## config.mk

```make
export PLATFORM = sky130hd
export DESIGN_NAME = spi_eep_resp
export DESIGN_NICKNAME = d
export VERILOG_FILES = /design/src/rtl/spi_eep_resp_pkg.sv /design/src/rtl/spi_eep_resp_sync_edge.sv /design/src/rtl/spi_eep_resp.sv
export SDC_FILE = /design/constraint.sdc
export NUM_CORES = 1
export LEC_CHECK = 0
export ABC_CLOCK_PERIOD_IN_PS = 27500
export CELL_PAD_IN_SITES_DETAIL_PLACEMENT = 1
export CELL_PAD_IN_SITES_GLOBAL_PLACEMENT = 1
export CORE_ASPECT_RATIO = 2
export CORE_MARGIN = 5
export CORE_UTILIZATION = 50
export DETAILED_ROUTE_END_ITERATION = 10
export DONT_BUFFER_PORTS = 1
export PLACE_DENSITY_LB_ADDON = 0.15
export SYNTH_ARGS = -nofsm -noshare
export SYNTH_HDL_FRONTEND = slang
export SYNTH_SLANG_ARGS = --single-unit
```

## constraint.sdc

```tcl
create_clock -name clk -period 27.5 [get_ports clk]
set_clock_uncertainty 0.1 [all_clocks]
set_input_delay 5.5 -clock clk [delete_from_list [all_inputs] [get_ports clk]]
set_output_delay 5.5 -clock clk [all_outputs]
set_load 0.01 [all_outputs]
```

## src/rtl/spi_eep_resp_pkg.sv

```systemverilog
// spi_eep_pkg: shared types and sizes for the SPI calibration-EEPROM responder.
package spi_eep_pkg;
    localparam int FRAME_BITS = 16;
    localparam int ADDR_W = 6;
    localparam int CNT_W = 5;
    typedef enum logic [1:0] {OP_RD = 2'b00, OP_WR = 2'b01, OP_RSV = 2'b10} op_e;
    typedef enum logic [1:0] {ST_IDLE, ST_SHIFT, ST_EXEC} state_e;
    // Both 2'b10 and 2'b11 collapse to the reserved opcode.
    function automatic op_e decode_op(input logic [1:0] f);
        return f[1] ? OP_RSV : (f[0] ? OP_WR : OP_RD);
    endfunction
endpackage

```

## src/rtl/spi_eep_resp_sync_edge.sv

```systemverilog
// spi_sync_edge: 2-flop synchronizer with rise/fall pulses on the synchronized level.
module spi_sync_edge #(
    parameter logic RST_VAL = 1'b0
) (
    input  logic clk,
    input  logic rst,
    input  logic d_i,
    output logic rise_o,
    output logic fall_o
);
    logic [2:0] sh_q;
    always_ff @(posedge clk or posedge rst)
        if (rst) sh_q <= {3{RST_VAL}};
        else     sh_q <= {sh_q[1:0], d_i};
    assign rise_o = sh_q[1] & ~sh_q[2];
    assign fall_o = ~sh_q[1] & sh_q[2];
endmodule

```

## src/rtl/spi_eep_resp.sv

```systemverilog
// spi_eep_resp: SPI mode-0 responder modelling a 64x8 calibration EEPROM.
// Optional write-protect input enabled by defining SPI_EEP_WP_EN.
module spi_eep_resp
    import spi_eep_pkg::*;
#(
    parameter logic [7:0] INIT_VAL = 8'h00,
    parameter logic [7:0] ACK_VAL  = 8'hA5,
    parameter logic [7:0] ERR_VAL  = 8'hEE
) (
    input  logic clk,
    input  logic rst,
`ifdef SPI_EEP_WP_EN
    input  logic wp,
`endif
    input  logic SS_n,
    input  logic SCLK,
    input  logic MOSI,
    output logic MISO,
    output logic frame_vld,
    output logic frame_err
);
    localparam logic [CNT_W-1:0] CNT_FULL = CNT_W'(FRAME_BITS);
    state_e state_q, state_d;
    logic ss_rise, ss_fall, sclk_rise, sclk_fall;
    logic [1:0] mosi_q;
    logic [FRAME_BITS-1:0] tx_q, tx_d, rx_q, rx_d;
    logic [CNT_W-1:0] cnt_q, cnt_d;
    logic [7:0] resp_q, resp_d;
    logic [7:0] mem_q [2**ADDR_W];
    logic wp_s, we;
    op_e op;
    logic [ADDR_W-1:0] addr;
    logic [7:0] data;

`ifdef SPI_EEP_WP_EN
    assign wp_s = wp;
`else
    assign wp_s = 1'b0;
`endif

    // SS_n idles high, so its synchronizer resets high to avoid a false fall.
    spi_sync_edge #(.RST_VAL(1'b1)) u_ss (
        .clk(clk), .rst(rst), .d_i(SS_n), .rise_o(ss_rise), .fall_o(ss_fall)
    );
    spi_sync_edge #(.RST_VAL(1'b0)) u_sclk (
        .clk(clk), .rst(rst), .d_i(SCLK), .rise_o(sclk_rise), .fall_o(sclk_fall)
    );

    always_ff @(posedge clk or posedge rst)
        if (rst) mosi_q <= '0;
        else     mosi_q <= {mosi_q[0], MOSI};

    always_ff @(posedge clk or posedge rst)
        if (rst) state_q <= ST_IDLE;
        else     state_q <= state_d;

    always_comb
        state_d = (state_q == ST_IDLE  && ss_fall) ? ST_SHIFT :
                  (state_q == ST_SHIFT && ss_rise) ? ST_EXEC  :
                  (state_q == ST_EXEC)             ? ST_IDLE  : state_q;

    always_comb begin
        MISO      = (state_q == ST_SHIFT) && tx_q[FRAME_BITS-1];
        frame_vld = (state_q == ST_EXEC) && cnt_q == CNT_FULL;
        frame_err = (state_q == ST_EXEC) && cnt_q != CNT_FULL;
    end

    assign op   = decode_op(rx_q[15:14]);
    assign addr = rx_q[13:8];
    assign data = rx_q[7:0];
    assign we   = frame_vld && op == OP_WR && !wp_s;

    always_comb begin
        tx_d   = (state_q == ST_IDLE && ss_fall)    ? {8'h00, resp_q} :
                 (state_q == ST_SHIFT && sclk_fall) ? {tx_q[FRAME_BITS-2:0], 1'b0} : tx_q;
        rx_d   = (state_q == ST_SHIFT && sclk_rise) ? {rx_q[FRAME_BITS-2:0], mosi_q[1]} : rx_q;
        cnt_d  = (state_q == ST_IDLE) ? '0 :
                 (state_q == ST_SHIFT && sclk_rise && cnt_q != '1) ? cnt_q + 1'b1 : cnt_q;
        resp_d = frame_err    ? ERR_VAL :
                 !frame_vld   ? resp_q :
                 op == OP_RD  ? mem_q[addr] :
                 op == OP_WR  ? (wp_s ? ERR_VAL : ACK_VAL) : 8'h00;
    end

    always_ff @(posedge clk or posedge rst)
        if (rst) begin
            tx_q   <= '0;
            rx_q   <= '0;
            cnt_q  <= '0;
            resp_q <= 8'h00;
        end else begin
            tx_q   <= tx_d;
            rx_q   <= rx_d;
            cnt_q  <= cnt_d;
            resp_q <= resp_d;
        end

    always_ff @(posedge clk or posedge rst)
        if (rst) for (int i = 0; i < 2**ADDR_W; i++) mem_q[i] <= INIT_VAL;
        else if (we) mem_q[addr] <= data;
endmodule

```

* Yosys cells after proc, flatten, opt, wreduce, memory -nomap -nowiden
Index checks and enable logic that the tools add are counted.
Word-level totals: flip-flop bits (word level) 567, output and inout bits 3, logic and storage cells 125
Operators by class: add/sub/neg operators 1, order comparisons 2, eq/ne operators 6, multiplexer cells 19, bitwise logic cells 9, reductions and logical operators 16
Operators with widths (number):
- bitwise mux 512 bit | 1
- two-way mux 8 bit | 7
- binary-select mux 8 bit (select 6 bit) | 1
- demux 8 bit (select 6 bit) | 1
- two-way mux 16 bit | 2
- logical AND 1 bit | 10
- two-way mux 5 bit | 2
- inequality test 5 bit, second input constant | 2
- two-way mux 2 bit | 4
- >= comparator 7 bit, second input constant | 1
- < comparator 7 x 1 -> 1 bit, second input constant | 1
- inverter 6 -> 7 bit | 1
- nonzero test 2 bit | 3
- adder 5 x 1 -> 5 bit, second input constant | 1
- equality test 5 bit, second input constant | 1
- bitwise AND 1 bit | 4
- equality test 2 x 1 -> 1 bit, second input constant | 2
- logical NOT 2 bit | 2
- inverter 1 bit | 4
- nonzero test 3 bit | 1
- equality test 2 bit, second input constant | 1
- two-way mux 1 bit | 1

* Logic depth before layout (Yosys ltp)
Gate-level depths: netlist of run 1.
word-level depth 7, gate-level depth with buffers 10, gate-level depth less buffers 9

* Hierarchy
Synthesis of run 1 repeated with hierarchy kept, for this count alone.
Unflattened totals: cell total of the unflattened synthesis 1888, area, all modules 26196.4 um2
By module, submodules not included:
- spi_eep_resp | instances 1, cells each 1876, area an instance 26004.9 um2, sequential area each 14038.5 um2
- spi_sync_edge (u_ss) | instances 1, cells each 6, area an instance 97.6 um2, sequential area each 78.8 um2
- spi_sync_edge (u_sclk) | instances 1, cells each 6, area an instance 93.8 um2, sequential area each 75.1 um2

* Worst setup path before layout of run 1
No wires, ideal clock.
kind reg-to-output, start reg cnt_q[0], end out frame_vld, data arrival time 1155 ps, data required time 21900 ps, slack 20745 ps, cell stages (with the launch flop) 7, path buffers 1, cells stage by stage dfrtp_1 inv_1 ha_1 and4bb_2 nand2_4 inv_2 buf_4
On the way: longest elaborated chain between the ends 2
RTL lines:
- start: declaration | line spi_eep_resp.sv:27 | logic [CNT_W-1:0] cnt_q, cnt_d;
- start signal: assignment | line spi_eep_resp.sv:94 | cnt_q <= cnt_d;
- equality test 5 bit | line spi_eep_resp.sv:64 | frame_vld = (state_q == ST_EXEC) && cnt_q == CNT_FULL;
- logical AND 1 bit | line spi_eep_resp.sv:64
- end: declaration | line spi_eep_resp.sv:19 | output logic frame_vld,
No other way between the ends.

==> results by group, run 1 <==
Power
  • Comb power frac: 14.0%
  • Switching share of total power: 29.38%
  • Pwr/cell area: 66.46 mW/mm^2
  • LEAKAGE: 13.26 nW
  • IR Drop Worst-Case VDD: 0.00009194 V
  • Net Switching: 0.5546 mW
  • Power share of the sequential group: 46.8%
  • Int Pwr: 1.333 mW
  • Clock power frac: 39.2%

Clocking
  • Clock latency on the worst-skew pair: 0.60 ns
  • CTS Hold Bufs: 0
  • Clk root buf: clkbuf_16
  • CTS H-tree depth: 2
  • Clock sink total: 567
  • TritonCTS clock tree: yes
  • # resized after CTS: 0
  • Worst-path clk slew: 0.06 ns
  • Clock Tree Buf Depth: 3
  • CTS Buf Count: 51
  • Post CTS Setup Buffer Count: 0

Critical path
  • CP Launch Type: input pin
  • R2r worst-path depth: 6
  • CP endpoint kind: asynchronous set/reset pin
  • Worst endpoint data arrival time: 8.81 ns
  • Worst EP required: 27.95 ns
  • CP max FO: 117
  • Setup CP Type: input pin to asynchronous set/reset pin
  • RR Startpoint: rx_q[9]$_DFFE_PP0P_
  • Register-to-Register Setup Slack: 23.53 ns
  • Reg2reg end: mem_q[293]$_DFFE_PP0P_

Final layout
  • Diodes inserted: 0
  • Post-Layout Cell Count: 2478
  • Layout cells sized above 1: 45.27%
  • Most common cell after layout, fill and taps aside: mux2_2
  • Final-layout fill cell count: 4916
  • Most frequent cells in the layout: mux2_2 (554), dfrtp_1 (553), mux2i_1 (83)
  • Nets: 1788
  • Area growth, synth to finish: 8.595%

Synth
  • Syn Nets: 1844
  • Largest family of logic cells by synthesized area: multiplexers
  • Ys Warns: 0
  • Fraction of registers with async set/reset: 100.0%
  • Synth Area in Simple Gates: 5.228%
  • Cell taking the most area after synthesis: dfrtp_1
  • Synth Area in Compound Gates: 5.132%
  • Synth Flop Type: dfrtp_1
  • Adder-cell share of the synthesized area: 0.1435%
  • Post-synthesis xor/xnor area fraction: 0.1004%
  • Syn avg cell area: 14.25 um^2
  • Post-synth top area share: 53.95%
  • Multiplexer area fraction after synthesis: 32.62%
  • Post-synthesis register bit count: 567
  • Synth top area cells: dfrtp_1 (54%), mux2_2 (24%), mux4_2 (5.3%), mux2i_1 (3.2%), clkbuf_1 (1.2%)
  • Register area share after synthesis: 54.25%
  • Netlist cell types: 69
  • Post-synthesis cell count: 1836
  • Syn Std Cell Area: 0.02616 mm^2
  • EDFF count, synth: 0

Die
  • Die width: 171.7 um
  • Ports: 8
  • Core box area: 0.05182 mm^2
  • Initial Utilization: 50.48%
  • Die Span Y: 333.5 um
  • Die area: 0.05727 mm^2
  • Row cnt: 118

Drt
  • DRT antenna net count: 0
  • Vias post-DR: 15.63k
  • Drt drc: 0
  • DRT Pass-1 Iters: 5
  • Wire length per cell: 30.38 um
  • DR iter-0 viols: 933
  • DRT Wirelength: 75280 um
  • Vias per Instance: 6.308

Worst hold path
  • Worst Hold Path Cells: 0
  • WHS Endpoint: mosi_q[1]$_DFF_PP0_
  • HP Class: register to register
  • Hold Startpoint: mosi_q[0]$_DFF_PP0_

STA
  • # setup viols final: 0
  • RSZ-0062 raised after global routing: false
  • Setup_tns: 0 ns
  • Hold Vio Cnt, Final: 0
  • F_max: 119.6 MHz
  • Period utilization: 30.42%
  • Hold_ws: 0.2567 ns
  • Pins Over Slew Limit: 0
  • Tightest Pin Transition: 1.067 ns
  • Slew HR: 28.88%
  • Final min period: 8.364 ns

Place
  • Placed instance count: 2387
  • HPWL after detailed placement: 49130 um
  • GPL Wtd Cong: 0.8508
  • Number of port buffers: 0

Global routing
  • Initial antenna violation count: 1
  • Vias in the first global route: 17.75k
  • First-pass GRT wire length: 115500 um
  • Largest net degree at the start of global routing: 118
  • Gr ovfl total: 0
  • Total GRT Usage: 26.91%

Job
  • Max cap viols: 0

Run status
  • Status: finished, final reports clean
[routing by layer]
metal	vias up	GRT usage [%]	part of all wire (%)
met4	2	12.67	5.9
met5	-	0	0.017
met3	183	3.437	3.5
met1	8470	31.70	37
li1	6642	-	-
met2	334	48.14	54
[worst max-delay path, cell delays in order]
cell   delay, ns
inv_8       0.49
buf_4       0.83
buf_4       0.85
buf_4       0.94
[per-stage QoR]
step / setup WS [ns] / cell area, um^2 / total power [mW] / util, %
after CTS: 19.00 / 28410 / 1.908 / 54.82
after detailed placement: 18.35 / 26700 / 1.165 / 51.53
after global routing: 18.50 / 28410 / 1.952 / 54.82
final: 19.14 / 28410 / 1.888 / 54.82
after floorplan: 6.046 / 26160 / 1.055 / -
after global placement: 18.54 / 26700 / 1.158 / 51.53
[power groups by stage]
| stage | sequential [mW] | combinational (mW) | clock, mW |
|---|---|---|---|
| after global placement | 0.898 | 0.260 | 0 |
| final | 0.884 | 0.265 | 0.740 |
| after CTS | 0.884 | 0.267 | 0.758 |
| after floorplan | 0.876 | 0.179 | 0 |
| after detailed placement | 0.899 | 0.265 | 0 |
| after global routing | 0.886 | 0.280 | 0.786 |
[cell families (layout without fill, tap and decap cells)]
| family | Yosys count | in the layout |
|---|---|---|
| buffers and inverters | 151 | 133 |
| DFF | 567 | 567 |
| adders and majority gates | 3 | 3 |
| muxes | 706 | 706 |
| AOI/OAI and AO/OA | 194 | 194 |
| and+or+nand+nor | 212 | 212 |
| xor gates and xnor gates | 3 | 3 |
[state kept, by name, indices dropped and copies added (netlist names)]
name,cells
u_sclk.sh_q,3
mem_q,512
rx_q,16
resp_q,8
cnt_q,5
u_ss.sh_q,3
mosi_q,2
tx_q,16
state_q,2
[cells in the mapped netlist (all sizes together) (4+ instances only)]
library cell / count
buf: 63
a31oi: 10
mux2: 562
nor2: 71
o221ai: 4
nor2b: 11
mux4: 61
a22oi: 37
nand4: 4
a221oi: 27
nand2: 64
nor3: 6
a211oi: 5
o22ai: 19
dfrtp: 564
mux2i: 83
a22o: 7
a21oi: 30
o21ai: 32
and3: 11
nand3: 19
nand2b: 4
inv: 7
clkbuf: 81
[worst max-delay path by stage]
stage	startpoint	endpoint	slack, ns	cells after the start
6_report	rst	mem_q[57]$_DFFE_PP0P_	19.14	4
5_1_grt	rst	mem_q[62]$_DFFE_PP0P_	18.50	4
4_1_cts	rst	mem_q[440]$_DFFE_PP0P_	19.00	4
3_5_place_dp	rst	mem_q[272]$_DFFE_PP0P_	18.35	4
3_3_place_gp	rst	mem_q[302]$_DFFE_PP0P_	18.54	4
2_1_floorplan	rst	cnt_q[0]$_DFFE_PP0P_	6.05	1
[area by class of cell]
cell class | count | area (um^2) | area share [%]
inverters | 7 | 33.78 | 0.1189
clock buffers | 80 | 1548 | 5.448
multi-input cells | 1118 | 11350 | 39.97
clock inverters | 11 | 157.7 | 0.5550
repair buffers | 35 | 275.3 | 0.9690
flip-flops and latches | 567 | 14210 | 50.04
well taps | 660 | 825.8 | 2.907
Note: power is estimated with default switching activity, not from simulation.
==> run 2: changes to the inputs <==
--- a/config.mk
+++ b/config.mk
@@ -5,7 +5,7 @@
 export SDC_FILE = /design/constraint.sdc
 export NUM_CORES = 1
 export LEC_CHECK = 0
-export ABC_CLOCK_PERIOD_IN_PS = 27500
+export ABC_CLOCK_PERIOD_IN_PS = 8510
 export CELL_PAD_IN_SITES_DETAIL_PLACEMENT = 1
 export CELL_PAD_IN_SITES_GLOBAL_PLACEMENT = 1
 export CORE_ASPECT_RATIO = 2
==> constraint.sdc (replaced) <==
create_clock -name clk -period 8.51 [get_ports clk]
set_clock_uncertainty 0.1 [all_clocks]
set_input_delay 1.702 -clock clk [delete_from_list [all_inputs] [get_ports clk]]
set_output_delay 1.702 -clock clk [all_outputs]
set_load 0.01 [all_outputs]
==> run 2 against run 1 <==
Effect of this change:
- flip-flop and latch count did not move
- first-iteration DRC count rose by 14%
- critical path type is now register to output pin
- via count barely moved
- sequential share of layout area rose by 0.064 points
- worst setup slack got worse by 15 ns
==> results by group, run 2 (synthesis gave the netlist of run 1 again) <==
Die
  • Row cnt: 118 (unchanged)
  • Initial Utilization: 50.48% (unchanged)
  • Ports: 8 (unchanged)
  • Core box area: 0.05182 mm^2 (unchanged)
  • Die width: 171.7 um (unchanged)
  • Die Span Y: 333.5 um (unchanged)
  • Die area: 0.05727 mm^2 (unchanged)

Drt
  • DR iter-0 viols: 1066 (+14%)
  • Wire length per cell: 30.41 um (about the same)
  • DRT antenna net count: 0 (unchanged)
  • DR top layer: met5
  • DR WL met2: 39530 um (-1.9%)
  • Vias post-DR: 15.64k (+0.064%)
  • Drt drc: 0 (unchanged)
  • DRT Wirelength: 75170 um (-0.15%)
  • DRT Pass-1 Iters: 5 (unchanged)
  • DRT met1 WL: 27560 um (-1.4%)
  • Vias per Instance: 6.327 (+0.31%)
  • Met3 wire length: 3130 um (+20%)

Critical path
  • Crit-path cells: nor2b_1 > nand2_4 > inv_2
  • CP Launch Type: register
  • CP max FO: 11 (-91%)
  • Worst endpoint data arrival time: 2.27 ns (-6.54 ns)
  • Worst EP required: 6.71 ns (-21.24 ns)
  • CP bufs+invs: 1 (-3)
  • Setup CP Type: register to output pin
  • RR Startpoint: rx_q[10]$_DFFE_PP0P_
  • CP endpoint kind: output pin
  • CP startpoint: state_q[1]$_DFFE_PP0P_
  • Critical Path Max Stage Delay: 0.58 ns (-0.36 ns)
  • Crit-path leading delay family: simple AND/OR/NAND/NOR gates
  • Slowest CP cell: nor2b_1

Global routing
  • Total GRT Usage: 26.85% (-0.065 points)
  • Gr ovfl total: 0 (unchanged)
  • Largest net degree at the start of global routing: 185 (+57%)
  • Initial antenna violation count: 2 (+1)
  • First-pass GRT wire length: 115400 um (about the same)
  • Vias in the first global route: 17.77k (+0.14%)

Final layout
  • Nets: 1782 (-0.34%)
  • Final-layout fill cell count: 4880 (-0.73%)
  • Largest regs: mem_q (512), rx_q (16), tx_q (16)
  • Most frequent cells in the layout: mux2_2 (554), dfrtp_1 (553), mux2i_1 (83)
  • Post-route cell area: 0.02837 mm^2 (-0.13%)
  • Largest register FFs: 512 (unchanged)
  • Most common cell after layout, fill and taps aside: mux2_2
  • Layout cells sized above 1: 45.11% (-0.16 points)
  • Post-layout util: 54.75% (-0.070 points)
  • Reg with most FFs: mem_q
  • Area growth, synth to finish: 8.457%

Power
  • Pwr/cell area: 214.3 mW/mm^2 (+220%)
  • IR Drop Worst-Case VDD: 0.0003061 V (+230%)
  • LEAKAGE: 13.22 nW (-0.26%)
  • Pwr Total: 6.081 mW (+220%)

Clocking
  • CTS H-tree depth: 2 (unchanged)
  • Post CTS Setup Buffer Count: 0 (unchanged)
  • CTS Hold Bufs: 0 (unchanged)
  • Worst-path clk slew: 0.07 ns (about the same)
  • Clock sink total: 567 (unchanged)
  • Clock Tree Buf Depth: 3 (unchanged)
  • # resized after CTS: 0 (unchanged)
  • Clk root buf: clkbuf_16
  • TritonCTS clock tree: yes
  • Clock latency on the worst-skew pair: 0.60 ns (about the same)
  • CTS Buf Count: 50 (-2.0%)

STA
  • RSZ-0062 raised after global routing: false
  • Final min period: 4.072 ns
  • # setup viols final: 0 (unchanged)
  • Tightest Pin Transition: 1.286 ns (+0.2197 ns)
  • F_max: 245.6 MHz
  • Pins Over Slew Limit: 0 (unchanged)
  • Hold Vio Cnt, Final: 0 (unchanged)
  • Period utilization: 47.84%
  • Slew HR: 14.06% (-15 points)

Job
  • Max cap viols: 0 (unchanged)

Place
  • GPL Wtd Cong: 0.8757 (+2.9%)
  • HPWL after detailed placement: 48420 um (-1.4%)
  • Number of port buffers: 0 (unchanged)
  • DP Area: 0.02670 mm^2 (about the same)

Run status
  • Status: finished, final reports clean

Worst hold path
  • Hold Startpoint: mosi_q[0]$_DFF_PP0_
  • HP Class: register to register
[run 2: cell type report]
class                           count  area (um^2)  area share, %
Inverter                            7        30.03         0.1058
Tap cell                          660        825.8          2.911
Sequential cell                   567        14210          50.10
Clock buffer                       77         1484          5.230
Antenna cell                        1        2.502       0.008820
Timing Repair Buffer               30        275.3         0.9702
Multi-Input combinational cell   1118        11350          40.01
Clock inverter                     12        188.9         0.6659
[run 2: routing by layer]
metal  global-route usage, %  up-vias
met1                   31.02     8446
met3                   3.982      189
met4                   14.60        2
met5                       0        -
met2                   47.29      369
li1                        -     6635
[run 2: worst paths after layout]
| kind | end | slack (ns) | depth (start not counted) |
|---|---|---|---|
| setup / recovery | frame_vld | 4.44 | 3 |
| hold / removal | mosi_q[1]$_DFF_PP0_ | 0.25 | 0 |
| max in group asynchronous | rx_q[9]$_DFFE_PP0P_ | 5.12 | 3 |
| hold reg to reg | mosi_q[1]$_DFF_PP0_ | 0.25 | 0 |
| min in group asynchronous | mem_q[263]$_DFFE_PP0P_ | 0.94 | 1 |
| setup reg to reg | resp_q[5]$_DFFE_PP0P_ | 4.59 | 7 |
[run 2: per-stage QoR]
step / TNS (ns) / worst slack, ns / instances / hold slack [ns]
finish: 0 / 4.438 / 2472 / 0.2521
global route: 0 / 4.328 / 2471 / 0.2660
CTS: 0 / 4.442 / 2471 / 0.2528
detailed placement: 0 / 4.549 / 2382 / 0.2379
global placement: 0 / 4.653 / 2382 / 0.2339
floorplan: -570.31 / -1.011 / 1836 / 0.2312
[run 2: power breakdown]
group	leakage [nW]	internal [mW]	switching, mW	total [mW]
clock network	0.824	1.35	1.01	2.36
registers	7.83	2.75	0.0851	2.84
logic	4.57	0.190	0.689	0.879
==> run 3: changes to the inputs <==
--- a/config.mk
+++ b/config.mk
@@ -5,7 +5,7 @@
 export SDC_FILE = /design/constraint.sdc
 export NUM_CORES = 1
 export LEC_CHECK = 0
-export ABC_CLOCK_PERIOD_IN_PS = 8510
+export ABC_CLOCK_PERIOD_IN_PS = 4300
 export CELL_PAD_IN_SITES_DETAIL_PLACEMENT = 1
 export CELL_PAD_IN_SITES_GLOBAL_PLACEMENT = 1
 export CORE_ASPECT_RATIO = 2
==> constraint.sdc (replaced) <==
create_clock -name clk -period 4.3 [get_ports clk]
set_clock_uncertainty 0.1 [all_clocks]
set_input_delay 0.86 -clock clk [delete_from_list [all_inputs] [get_ports clk]]
set_output_delay 0.86 -clock clk [all_outputs]
set_load 0.01 [all_outputs]
==> run 3 against run 2 <==
Effect of this change:
- register-to-register slack lost 3.8 ns
- die area is the same
- total power rose by 100%
- clock power grew 100%
- critical path type is now register to register
- largest cell class unchanged
==> results by group, run 3 (synthesis gave the netlist of run 1 again) <==
Run status
  • Status: finished, final reports clean

Critical path
  • Register-to-Register Setup Slack: 0.76 ns (-3.83 ns)
  • Setup CP Type: register to register
  • CP bufs+invs: 1 (unchanged)
  • Reg2reg end: mem_q[382]$_DFFE_PP0P_
  • Most frequent CP cell: nand2_4
  • Crit-path cells: nor2b_1 > nand2_4 > inv_2 > and3_1 > nand2_4 > nor2_2 > mux2_2
  • CP endpoint kind: register
  • Crit-path leading delay family: simple AND/OR/NAND/NOR gates
  • CP Launch Type: register
  • RR Startpoint: state_q[1]$_DFFE_PP0P_
  • CP max FO: 11 (unchanged)
  • Worst EP required: 4.68 ns (-2.03 ns)
  • Critical Path Max Stage Delay: 0.66 ns (+0.08 ns)
  • Worst endpoint data arrival time: 3.91 ns (+1.64 ns)
  • Slowest CP cell: nor2b_1
  • R2r worst-path depth: 7 (unchanged)

Global routing
  • Total GRT Usage: 27.03% (+0.19 points)
  • Initial antenna violation count: 1 (-1)
  • Vias in the first global route: 17.91k (+0.77%)
  • Gr ovfl total: 0 (unchanged)
  • Largest net degree at the start of global routing: 148 (-20%)
  • First-pass GRT wire length: 116100 um (+0.64%)

Die
  • Initial Utilization: 50.48% (unchanged)
  • Row cnt: 118 (unchanged)
  • Die area: 0.05727 mm^2 (unchanged)
  • Die Span Y: 333.5 um (unchanged)
  • Ports: 8 (unchanged)
  • Die width: 171.7 um (unchanged)
  • Core box area: 0.05182 mm^2 (unchanged)

STA
  • Hold_ws: 0.09936 ns (-0.1527 ns)
  • Hold Vio Cnt, Final: 0 (unchanged)
  • Final min period: 3.536 ns
  • F_max: 282.8 MHz
  • Slew HR: 16.96% (+2.9 points)
  • # setup viols final: 0 (unchanged)
  • Pins Over Slew Limit: 0 (unchanged)
  • Period utilization: 82.22%
  • RSZ-0062 raised after global routing: false
  • Tightest Pin Transition: 1.246 ns (-0.04080 ns)

Worst hold path
  • HP Class: input pin to asynchronous set/reset pin

Clocking
  • Clock Tree Buf Depth: 3 (unchanged)
  • Worst-path clk slew: 0.06 ns (about the same)
  • Clock latency on the worst-skew pair: 0.60 ns (about the same)
  • Clock sink total: 567 (unchanged)
  • CTS Buf Count: 51 (+2.0%)
  • # resized after CTS: 0 (unchanged)
  • Post CTS Setup Buffer Count: 0 (unchanged)
  • TritonCTS clock tree: yes
  • CTS H-tree depth: 2 (unchanged)
  • CTS Hold Bufs: 0 (unchanged)
  • Clk root buf: clkbuf_16

Drt
  • Vias per Instance: 6.278 (-0.79%)
  • Wire length per cell: 30.25 um (-0.52%)
  • Vias post-DR: 15.74k (+0.66%)
  • Drt drc: 0 (unchanged)
  • DRT antenna net count: 0 (unchanged)
  • DRT Wirelength: 75860 um (+0.93%)
  • DRT Pass-1 Iters: 5 (unchanged)
  • DR iter-0 viols: 1059 (-0.66%)

Power
  • IR Drop Worst-Case VDD: 0.0004195 V (+37%)
  • Pwr Total: 12.16 mW (+100%)
  • Pwr/cell area: 423.0 mW/mm^2 (+97%)
  • LEAKAGE: 13.45 nW (+1.8%)

Final layout
  • Largest register FFs: 512 (unchanged)
  • Nets: 1818 (+2.0%)
  • Layout cells sized above 1: 46.40% (+1.3 points)
  • Area growth, synth to finish: 9.882%
  • Largest regs: mem_q (512), rx_q (16), tx_q (16)
  • Most frequent cells in the layout: mux2_2 (554), dfrtp_1 (553), mux2i_1 (83)
  • Reg with most FFs: mem_q
  • Most common cell after layout, fill and taps aside: mux2_2

Place
  • Number of port buffers: 0 (unchanged)
  • GPL Wtd Cong: 0.8499 (-2.9%)
  • HPWL after detailed placement: 51100 um (+5.5%)

Job
  • Max cap viols: 0 (unchanged)
[run 3: cell count changes in the layout (fill, tap and decap cells not counted)]
cell	delta
buf_4	+31
clkbuf_8	+7
buf_12	+4
clkbuf_1	-4
bufinv_16	-2
clkbuf_16	+2
clkinv_2	-2
clkinvlp_4	+1
inv_6	-1
[run 3: worst max-delay path by stage]
stage	startpoint	endpoint	slack, ns	cells after the start
final	state_q[1]$_DFFE_PP0P_	mem_q[382]$_DFFE_PP0P_	0.76	7
after CTS	state_q[1]$_DFFE_PP0P_	mem_q[382]$_DFFE_PP0P_	0.80	7
after global placement	state_q[1]$_DFFE_PP0P_	mem_q[379]$_DFFE_PP0P_	0.86	7
after floorplan	rst	cnt_q[0]$_DFFE_PP0P_	-4.38	1
after global routing	state_q[1]$_DFFE_PP0P_	mem_q[118]$_DFFE_PP0P_	0.65	7
after detailed placement	state_q[1]$_DFFE_PP0P_	mem_q[382]$_DFFE_PP0P_	0.82	7
[run 3: per-layer routing]
layer	wire (um)	GRT usage, %
met3	3228	4.350
met2	40630	48.04
met4	4479	13.58
met1	27520	31.13
met5	0	0
[run 3: layout make-up]
cell class / instances / area, um^2
well taps: 660 / 825.8
multi-input cells: 1118 / 11350
clock buffers: 82 / 1615
diodes: 1 / 2.502
repair buffers: 65 / 588.1
clock inverters: 8 / 117.6
inverters: 7 / 30.03
flip-flops and latches: 567 / 14210
fillers: 4876 / 23080
[run 3: power by group]
part	leakage, nW	internal, mW	switching, mW
Sequential	7.83	5.45	0.373
Clock	0.854	2.74	2.01
Combinational	4.77	0.425	1.17
Total	13.5	8.61	3.55
[run 3: worst reg2reg max path, delay by kind of cell, from the launching register on]
family,cells,cell delay (ns)
mux,1,0.40
flops,1,0.56
simple gates,5,2.00
buf+inv,1,0.36
[run 3: through the flow]
step                      worst slack, ns  instances  utilization [%]  setup TNS [ns]  area (um^2)
after global placement             0.8639       2417            52.12               0        27010
after detailed placement           0.8164       2417            52.12               0        27010
after CTS                          0.7990       2507            55.46               0        28740
after floorplan                    -4.379       1836                -        -2476.50        26160
after global routing               0.6521       2507            55.46               0        28740
final                              0.7644       2508            55.47               0        28740
